==> config.mk <==
export PLATFORM = sky130hd
export DESIGN_NAME = word_stream_splitter
export DESIGN_NICKNAME = d
export VERILOG_FILES = /design/src/rtl/splitter_pkg.sv /design/src/rtl/word_stream_splitter_lane_mux.sv /design/src/rtl/word_stream_splitter.sv
export SDC_FILE = /design/constraint.sdc
export NUM_CORES = 1
export LEC_CHECK = 0
export ABC_AREA = 1
export CAP_MARGIN = 30
export CORE_MARGIN = 2
export CORE_UTILIZATION = 50
export CTS_CLUSTER_DIAMETER = 80
export DETAILED_ROUTE_END_ITERATION = 7
export PLACE_DENSITY = 0.8
export SLEW_MARGIN = 30
export SYNTH_ARGS = -nofsm -noshare
export SYNTH_HDL_FRONTEND = slang
export SYNTH_SLANG_ARGS = --single-unit
==> constraint.sdc <==
create_clock -name clk -period 2 [get_ports clk]
set_input_delay 0.4 -clock clk [delete_from_list [all_inputs] [get_ports clk]]
set_output_delay 0.4 -clock clk [all_outputs]
set_load 0.05 [all_outputs]
==> src/rtl/splitter_pkg.sv <==
// Shared types and helpers for the word-to-lane stream splitter.
// Default widths match the classic 32-bit word split into four bytes.
package splitter_pkg;

    localparam int DEF_WORD_W = 32;
    localparam int DEF_LANE_W = 8;

    typedef enum logic {
        IDLE = 1'b0,
        SEND = 1'b1
    } state_e;

    // Lane 0 is the top slice when msb_first is set, otherwise the bottom slice.
    function automatic logic [DEF_LANE_W-1:0] lane_sel(input logic [DEF_WORD_W-1:0] word,
                                                       input int idx,
                                                       input bit msb_first);
        logic [DEF_LANE_W-1:0] lane;
        lane = '0;
        for (int i = 0; i < DEF_WORD_W / DEF_LANE_W; i++) begin
            if (idx == i) begin
                lane = msb_first ? word[DEF_WORD_W-1-i*DEF_LANE_W -: DEF_LANE_W]
                                 : word[i*DEF_LANE_W +: DEF_LANE_W];
            end
        end
        return lane;
    endfunction

endpackage

==> src/rtl/word_stream_splitter_lane_mux.sv <==
// Combinational lane selector: picks lane idx_i out of a held word.
// The default-width build reuses the package helper; other widths use the generic loop.
module lane_mux
    import splitter_pkg::*;
#(
    parameter int WORD_W    = DEF_WORD_W,
    parameter int LANE_W    = DEF_LANE_W,
    parameter bit MSB_FIRST = 1'b1,
    localparam int LANES    = WORD_W / LANE_W,
    localparam int IDX_W    = (LANES > 1) ? $clog2(LANES) : 1
) (
    input  logic [WORD_W-1:0] word_i,
    input  logic [IDX_W-1:0]  idx_i,
    output logic [LANE_W-1:0] lane_o
);

    if (WORD_W == DEF_WORD_W && LANE_W == DEF_LANE_W) begin : g_default
        assign lane_o = lane_sel(word_i, int'(idx_i), MSB_FIRST);
    end else begin : g_generic
        always_comb begin
            lane_o = '0;
            for (int i = 0; i < LANES; i++) begin
                if (idx_i == IDX_W'(i)) begin
                    lane_o = MSB_FIRST ? word_i[WORD_W-1-i*LANE_W -: LANE_W]
                                       : word_i[i*LANE_W +: LANE_W];
                end
            end
        end
    end

endmodule

==> src/rtl/word_stream_splitter.sv <==
// Splits each accepted WORD_W-bit word into LANE_W-bit lanes, one per output handshake.
// Back-to-back words stream without a bubble; word_cnt counts fully emitted words.
module word_stream_splitter
    import splitter_pkg::*;
#(
    parameter int WORD_W    = DEF_WORD_W,
    parameter int LANE_W    = DEF_LANE_W,
    parameter bit MSB_FIRST = 1'b1,
    localparam int LANES    = WORD_W / LANE_W,
    localparam int IDX_W    = (LANES > 1) ? $clog2(LANES) : 1
) (
    input  logic              clk,
    input  logic              reset,
    input  logic              in_valid,
    output logic              in_ready,
    input  logic [WORD_W-1:0] in_data,
    input  logic [IDX_W-1:0]  in_cnt_m1,
    output logic              out_valid,
    input  logic              out_ready,
    output logic [LANE_W-1:0] out_data,
    output logic [IDX_W-1:0]  out_idx,
    output logic              out_last,
    output logic [15:0]       word_cnt
);

    if ((WORD_W % LANE_W) != 0) begin : g_bad_width
        $fatal(1, "word_stream_splitter: WORD_W must be a multiple of LANE_W");
    end

    localparam logic [IDX_W-1:0] MAX_IDX = IDX_W'(LANES - 1);

    state_e              state_q, state_d;
    logic [WORD_W-1:0]   hold_q, hold_d;
    logic [IDX_W-1:0]    idx_q, idx_d;
    logic [IDX_W-1:0]    last_idx_q, last_idx_d;
    logic [15:0]         word_cnt_q, word_cnt_d;
    logic [LANE_W-1:0]   lane;
    logic [IDX_W-1:0]    cnt_clamped;
    logic                last_fire;

    lane_mux #(
        .WORD_W   (WORD_W),
        .LANE_W   (LANE_W),
        .MSB_FIRST(MSB_FIRST)
    ) u_lane_mux (
        .word_i(hold_q),
        .idx_i (idx_q),
        .lane_o(lane)
    );

    // Widen before comparing so the clamp stays meaningful when LANES is not a power of two.
    assign cnt_clamped = (32'(in_cnt_m1) >= 32'(LANES)) ? MAX_IDX : in_cnt_m1;

    assign out_valid = (state_q == SEND);
    assign out_last  = out_valid && (idx_q == last_idx_q);
    assign out_idx   = idx_q;
    assign out_data  = out_valid ? lane : '0;
    assign word_cnt  = word_cnt_q;
    assign last_fire = out_valid && out_ready && out_last;
    assign in_ready  = !reset && ((state_q == IDLE) || last_fire);

    always_comb begin
        state_d    = state_q;
        hold_d     = hold_q;
        idx_d      = idx_q;
        last_idx_d = last_idx_q;
        word_cnt_d = word_cnt_q;
        case (state_q)
            IDLE: begin
                if (in_valid && in_ready) begin
                    hold_d     = in_data;
                    last_idx_d = cnt_clamped;
                    idx_d      = '0;
                    state_d    = SEND;
                end
            end
            SEND: begin
                if (out_ready) begin
                    if (out_last) begin
                        word_cnt_d = word_cnt_q + 16'd1;
                        idx_d      = '0;
                        if (in_valid) begin
                            hold_d     = in_data;
                            last_idx_d = cnt_clamped;
                        end else begin
                            state_d = IDLE;
                        end
                    end else begin
                        idx_d = idx_q + IDX_W'(1);
                    end
                end
            end
            default: state_d = IDLE;
        endcase
    end

    always_ff @(posedge clk or posedge reset) begin
        if (reset) begin
            state_q    <= IDLE;
            hold_q     <= '0;
            idx_q      <= '0;
            last_idx_q <= '0;
            word_cnt_q <= '0;
        end else begin
            state_q    <= state_d;
            hold_q     <= hold_d;
            idx_q      <= idx_d;
            last_idx_q <= last_idx_d;
            word_cnt_q <= word_cnt_d;
        end
    end

endmodule
* Word-level counts from Yosys, hierarchy flattened *
Cells that the tools add are included.

storage, ports and cells
  register bits after elaboration = 53
  input bits = 38
  output and inout bits = 29
  word-level logic and storage cells = 51

cells by class
  add/sub/neg operators = 2
  equal/unequal tests = 8
  multiplexer cells = 24
  bitwise operators = 1
  reductions and logical operators = 11

operator list
  cell                                                             number
  32-bit 2-to-1 mux                                                4
  32-bit one-hot mux with 2 select lines                           1
  8-bit 2-to-1 mux                                                 5
  16-bit by 1-bit adder with 16-bit output, second input constant  1
  2-bit 2-to-1 mux                                                 7
  2-bit one-hot mux with 2 select lines                            2
  2-bit != test, second input constant                             3
  1-bit logical AND                                                5
  2-bit == test, second input constant                             2
  1-bit 2-to-1 mux                                                 4
  4-bit AND reduction                                              1
  3-bit AND reduction                                              1
  2-bit by 1-bit adder with 2-bit output, second input constant    1
  2-bit by 1-bit == test with 1-bit output, second input constant  1
  2-bit == test                                                    1
  2-bit logical NOT                                                1
  2-bit by 1-bit != test with 1-bit output, second input constant  1
  1-bit one-hot mux with 2 select lines                            1
  2-bit AND reduction                                              1
  1-bit logical NOT                                                1
  1-bit logical OR                                                 1
  1-bit inverter                                                   1

* Logic depth before layout (Yosys ltp) *
Gate-level depths: netlist of the first run.

  depth in word-level cells = 8
  gate-level depth with buffers = 10
  gate-level depth less buffers = 9

* By module *
From an unflattened synthesis of the first run, not the netlist that was laid out.

second synthesis, totals
  cell total of the unflattened synthesis = 386
  area, all modules = 2866.5 um^2

by module, submodules not included
  module                instances  cells each  area an instance (um^2)  seq. area each (um^2)
  word_stream_splitter  1          339         2602.5                   1326.3
  lane_mux              1          47          264.0                    0.0

* Worst setup path after synthesis of the first run *
OpenSTA, ideal clock, no wires.

  path kind = reg-to-output
  start = register idx_q[0], in the netlist out_idx[0]
  end = output port in_ready
  arrival time = 2.383 ns
  required time = 1.600 ns
  path slack = -0.783 ns
  stages on the path, launching flop included = 8
  cell sequence = dfrtp_1 > inv_2 > nand2_2 > nand3_2 > nor2_4 > nand2_4 > buf_6 > a21oi_1

between the ends
  word-level cells in the longest chain between the ends = 5

RTL lines
  element                 line                         source
  from (decl)             word_stream_splitter.sv:34   logic [IDX_W-1:0] idx_q, idx_d;
  from (signal assigned)  word_stream_splitter.sv:107  idx_q <= idx_d;
  2-bit == test           word_stream_splitter.sv:55   assign out_last = out_valid && (idx_q == last_idx_q);
  1-bit logical AND       word_stream_splitter.sv:55
  via out_last            word_stream_splitter.sv:22   output logic out_last,
  1-bit logical AND       word_stream_splitter.sv:59   assign last_fire = out_valid && out_ready && out_last;
  1-bit logical OR        word_stream_splitter.sv:60   assign in_ready = !reset && ((state_q == IDLE) || last_fire);
  1-bit logical AND       word_stream_splitter.sv:60
  to (decl)               word_stream_splitter.sv:15   output logic in_ready,

The timed path passes the listed nets, and every way through them passes these cells.

* Final worst setup path of the first run *
  start = register idx_q[1], in the netlist out_idx[1]
  end = output port out_data[0]

between the ends
  word-level cells in the longest chain between the ends = 6

RTL lines
  element                         line                        source
  2-bit logical NOT               splitter_pkg.sv:20          if (idx == i) begin
  8-bit 2-to-1 mux (3 in series)  splitter_pkg.sv:20
  8-bit 2-to-1 mux (*)            splitter_pkg.sv:20
  8-bit 2-to-1 mux (*)            word_stream_splitter.sv:57  assign out_data = out_valid ? lane : '0;
  to (decl)                       word_stream_splitter.sv:20  output logic [LANE_W-1:0] out_data,

Mark *: on every way between the ends. The rest lies on a longest branch, timed or not.

==> results.json, run 1 <==
{
  "outcome": "finished with violations",
  "violations": "setup timing",
  "crit_chain": "inv_4 > ha_4 > inv_4 > nand3_1 > a21o_1 > a21oi_4 > buf_12",
  "final_net_count": 490,
  "dp_hpwl_um": 4864,
  "grt_max_degree": 42,
  "diodes": 0,
  "synth.area.top_cells": "dfrtp_1 46%, nand2_1 24%, o21ai_0 3.7%",
  "power_density_nw_per_um2": 1692,
  "critPathTopFamily": "flip-flops",
  "worstPathArrival_ps": 1690,
  "path_clk_slew_ps": 90,
  "yosys_warnings": 0,
  "start_kind": "flop",
  "cts_tree": "built",
  "max_stage_delay_ps": 430,
  "syn_avg_cell_area_um2": 7.527,
  "drt_wl_total_um": 6823,
  "async_flop_share_pct": 100.0,
  "ir_drop_mv": 1.019,
  "setup_tns_ps": -626.7,
  "fill_cells": 415,
  "vias": 2610,
  "path_common_cell": "inv_4",
  "worst_hold_path_type": "flop to flop",
  "path_buf_inv": 3,
  "cts.path.max_buffers": 2,
  "grt_usage_pct": 22.66,
  "ios": 67,
  "drt_iter0_drc": 176,
  "synth_edf_count": 0,
  "place_congestion": 0.8691,
  "setup_ws_ps": -85.84,
  "rsz0062_at_grt": "true",
  "num_rows": 27,
  "drtPass1Iterations": 6,
  "crit_type": "flop to output port",
  "slew_violations": 0,
  "slowest_stage": "dfrtp_2",
  "die_height_um": 79.54,
  "ys.flop_type": "dfrtp_1",
  "yosysSeqAreaShare_pct": 46.49,
  "timing.final.crit_share_pct": 104.3,
  "synth_top_area_share_pct": 46.49,
  "syn_nets": 422,
  "drcViolationCount": 0,
  "grt_pass1_wl_um": 11250,
  "cts_root_buf": "clkbuf_8",
  "finalClockSkew_ps": 4.001,
  "synth_top_area_cell": "dfrtp_1",
  "max_slew_margin_pct": 65.24,
  "core-area_um2": 5507,
  "synth_cells": 379,
  "power.total_w": 0.006642,
  "cts_hold_buf": 0,
  "synth_most_common_cell": "nand2_1",
  "clk_latency_ps": 300,
  "ant_nets": 0,
  "period_needed_ps": 2086,
  "path_max_fanout": 9,
  "p_leak_nw": 2.007,
  "tightest_slew_ps": 521.4,
  "hold_viol_final": 0,
  "cp_data_required_time_ps": 1600,
  "r2r_slack_ps": 310,
  "fmax_mhz": 479.4,
  "portBuffers": 66,
  "cts_max_level": 2,
  "grt_pass1_vias": 2470,
  "cts.sinks": 53,
  "ys_top_cells_by_count": "179 x nand2_1, 53 x dfrtp_1, 22 x inv_1, 21 x o21ai_0",
  "via_per_inst": 5.029,
  "end_kind": "output port",
  "syn_area_um2": 2853,
  "cts_buffers": 5,
  "die_w_um": 79.54,
  "synthDistinctLibCells": 21,
  "syn_to_final_growth_pct": 37.63,
  "avgRoutedWirePerCell_um": 13.15,
  "max_cap_viol_count": 0,
  "ys_ff_latch": 53,
  "antenna_found_initial": 0,
  "setup_viol": 9,
  "start_util_pct": 51.81,
  "grt-ovfl-total": 0,
  "fp.dieArea_um2": 6326,
  "drive_gt1_share_pct": 14.77
}
## kinds of logic (layout without fill, tap and decap cells)
| kind of cell | Yosys count | after routing | synth area share (%) |
|---|---|---|---|
| simple gates | 226 | 226 | 32.72 |
| flops | 53 | 53 | 46.49 |
| compound gates | 50 | 50 | 9.474 |
| buf+inv | 40 | 108 | 7.588 |
| fa+ha+maj | 5 | 5 | 2.193 |
| xor+xnor | 5 | 5 | 1.535 |
## worst paths after layout
check                           start  depth (start not counted)     endpoint
hold / removal             hold_q[28]                          2   hold_q[28]
max in group asynchronous       reset                          4   out_idx[1]
setup reg to reg           out_idx[0]                         10   hold_q[28]
hold reg to reg            hold_q[28]                          2   hold_q[28]
min in group asynchronous       reset                          3    out_valid
setup / recovery           out_idx[1]                          7  out_data[0]
## power breakdown
group / switching [W] / internal [W] / total, W
sequential: 0.000383 / 0.00152 / 0.00190
clock: 0.000330 / 0.000275 / 0.000605
combinational: 0.00247 / 0.00166 / 0.00413
total: 0.00318 / 0.00346 / 0.00664
## per-layer routing
layer	vias to the layer above	wire [um]	track usage (%)
met5	-	0	0
met1	1225	3226	31.76
met2	61	3225	35.21
met4	0	59	7.241
li1	1320	-	-
met3	4	312	4.751
## per-stage QoR
stage / hold slack [ps] / std cells / worst slack [ps] / cell area (um2) / utilization [%]
2_1_floorplan: 436.7 / 379 / -160.5 / 2975 / -
3_3_place_gp: 449.4 / 508 / 64.41 / 3731 / 67.76
3_5_place_dp: 457.8 / 508 / 47.98 / 3731 / 67.76
4_1_cts: 478.7 / 518 / -101.0 / 3884 / 70.53
5_1_grt: 484.3 / 519 / -152.5 / 3926 / 71.30
6_report: 475.8 / 519 / -85.84 / 3926 / 71.30
## worst min-delay path, stage by stage, from the launching register on
cell and delay [ps]:
dfrtp_1 350, nand2_1 50, nand2_1 50
## flip-flops by register name, summed over array words and instances, names as in the netlist
register    cells
hold_q         32
out_valid       1
word_cnt       16
out_idx         2
last_idx_q      2
## layout by cell type (no fill, tap or decap)
cell type / n
nand2_1: 179
dfrtp_1: 50
clkdlybuf4s50_1: 40
o21ai_0: 21
inv_1: 19
nor2_1: 18
nand3_1: 14
buf_4: 13
dlymetal6s2s_1: 11
buf_12: 10
a21oi_4: 9
a21o_1: 8
a21oi_1: 7
clkbuf_8: 6
xor2_1: 5
nand2_2: 4
nand3_2: 4
inv_2: 3
nand2_4: 3
o21ai_1: 3
nand4_1: 3
ha_4: 3
dfrtp_2: 3
inv_4: 2
a21oi_2: 2
ha_1: 2
clkinvlp_4: 1
nor2_4: 1
inv_6: 1
clkbuf_1: 1
buf_6: 1
## cell type report
type | count | area (um2) | share of cell area [%]
sequential | 53 | 1330 | 33.88
multi-input combinational | 286 | 1461 | 37.22
timing repair buffer | 75 | 847.1 | 21.57
tap | 72 | 90.09 | 2.294
clock buffer | 7 | 86.33 | 2.199
inverter | 26 | 111.4 | 2.836
## timing repair
action                                  CTS  global route
buffers inserted                          3             1
gates resized for setup                   9            13
pin swaps                                 1             1
endpoints found under the setup margin    9            21
No activity file was read; power rests on OpenSTA's default activity.
==> run 2, diff against run 1 <==
CTS_CLUSTER_SIZE = 8   (was not set)
==> results of run 2 <==
Final layout, timing and power as in run 1 (identical DEF).
==> run 3, diff against run 2 <==
SLEW_MARGIN = not set   (was 30)
==> results of run 3 <==
Final layout, timing and power as in run 1 (identical DEF).
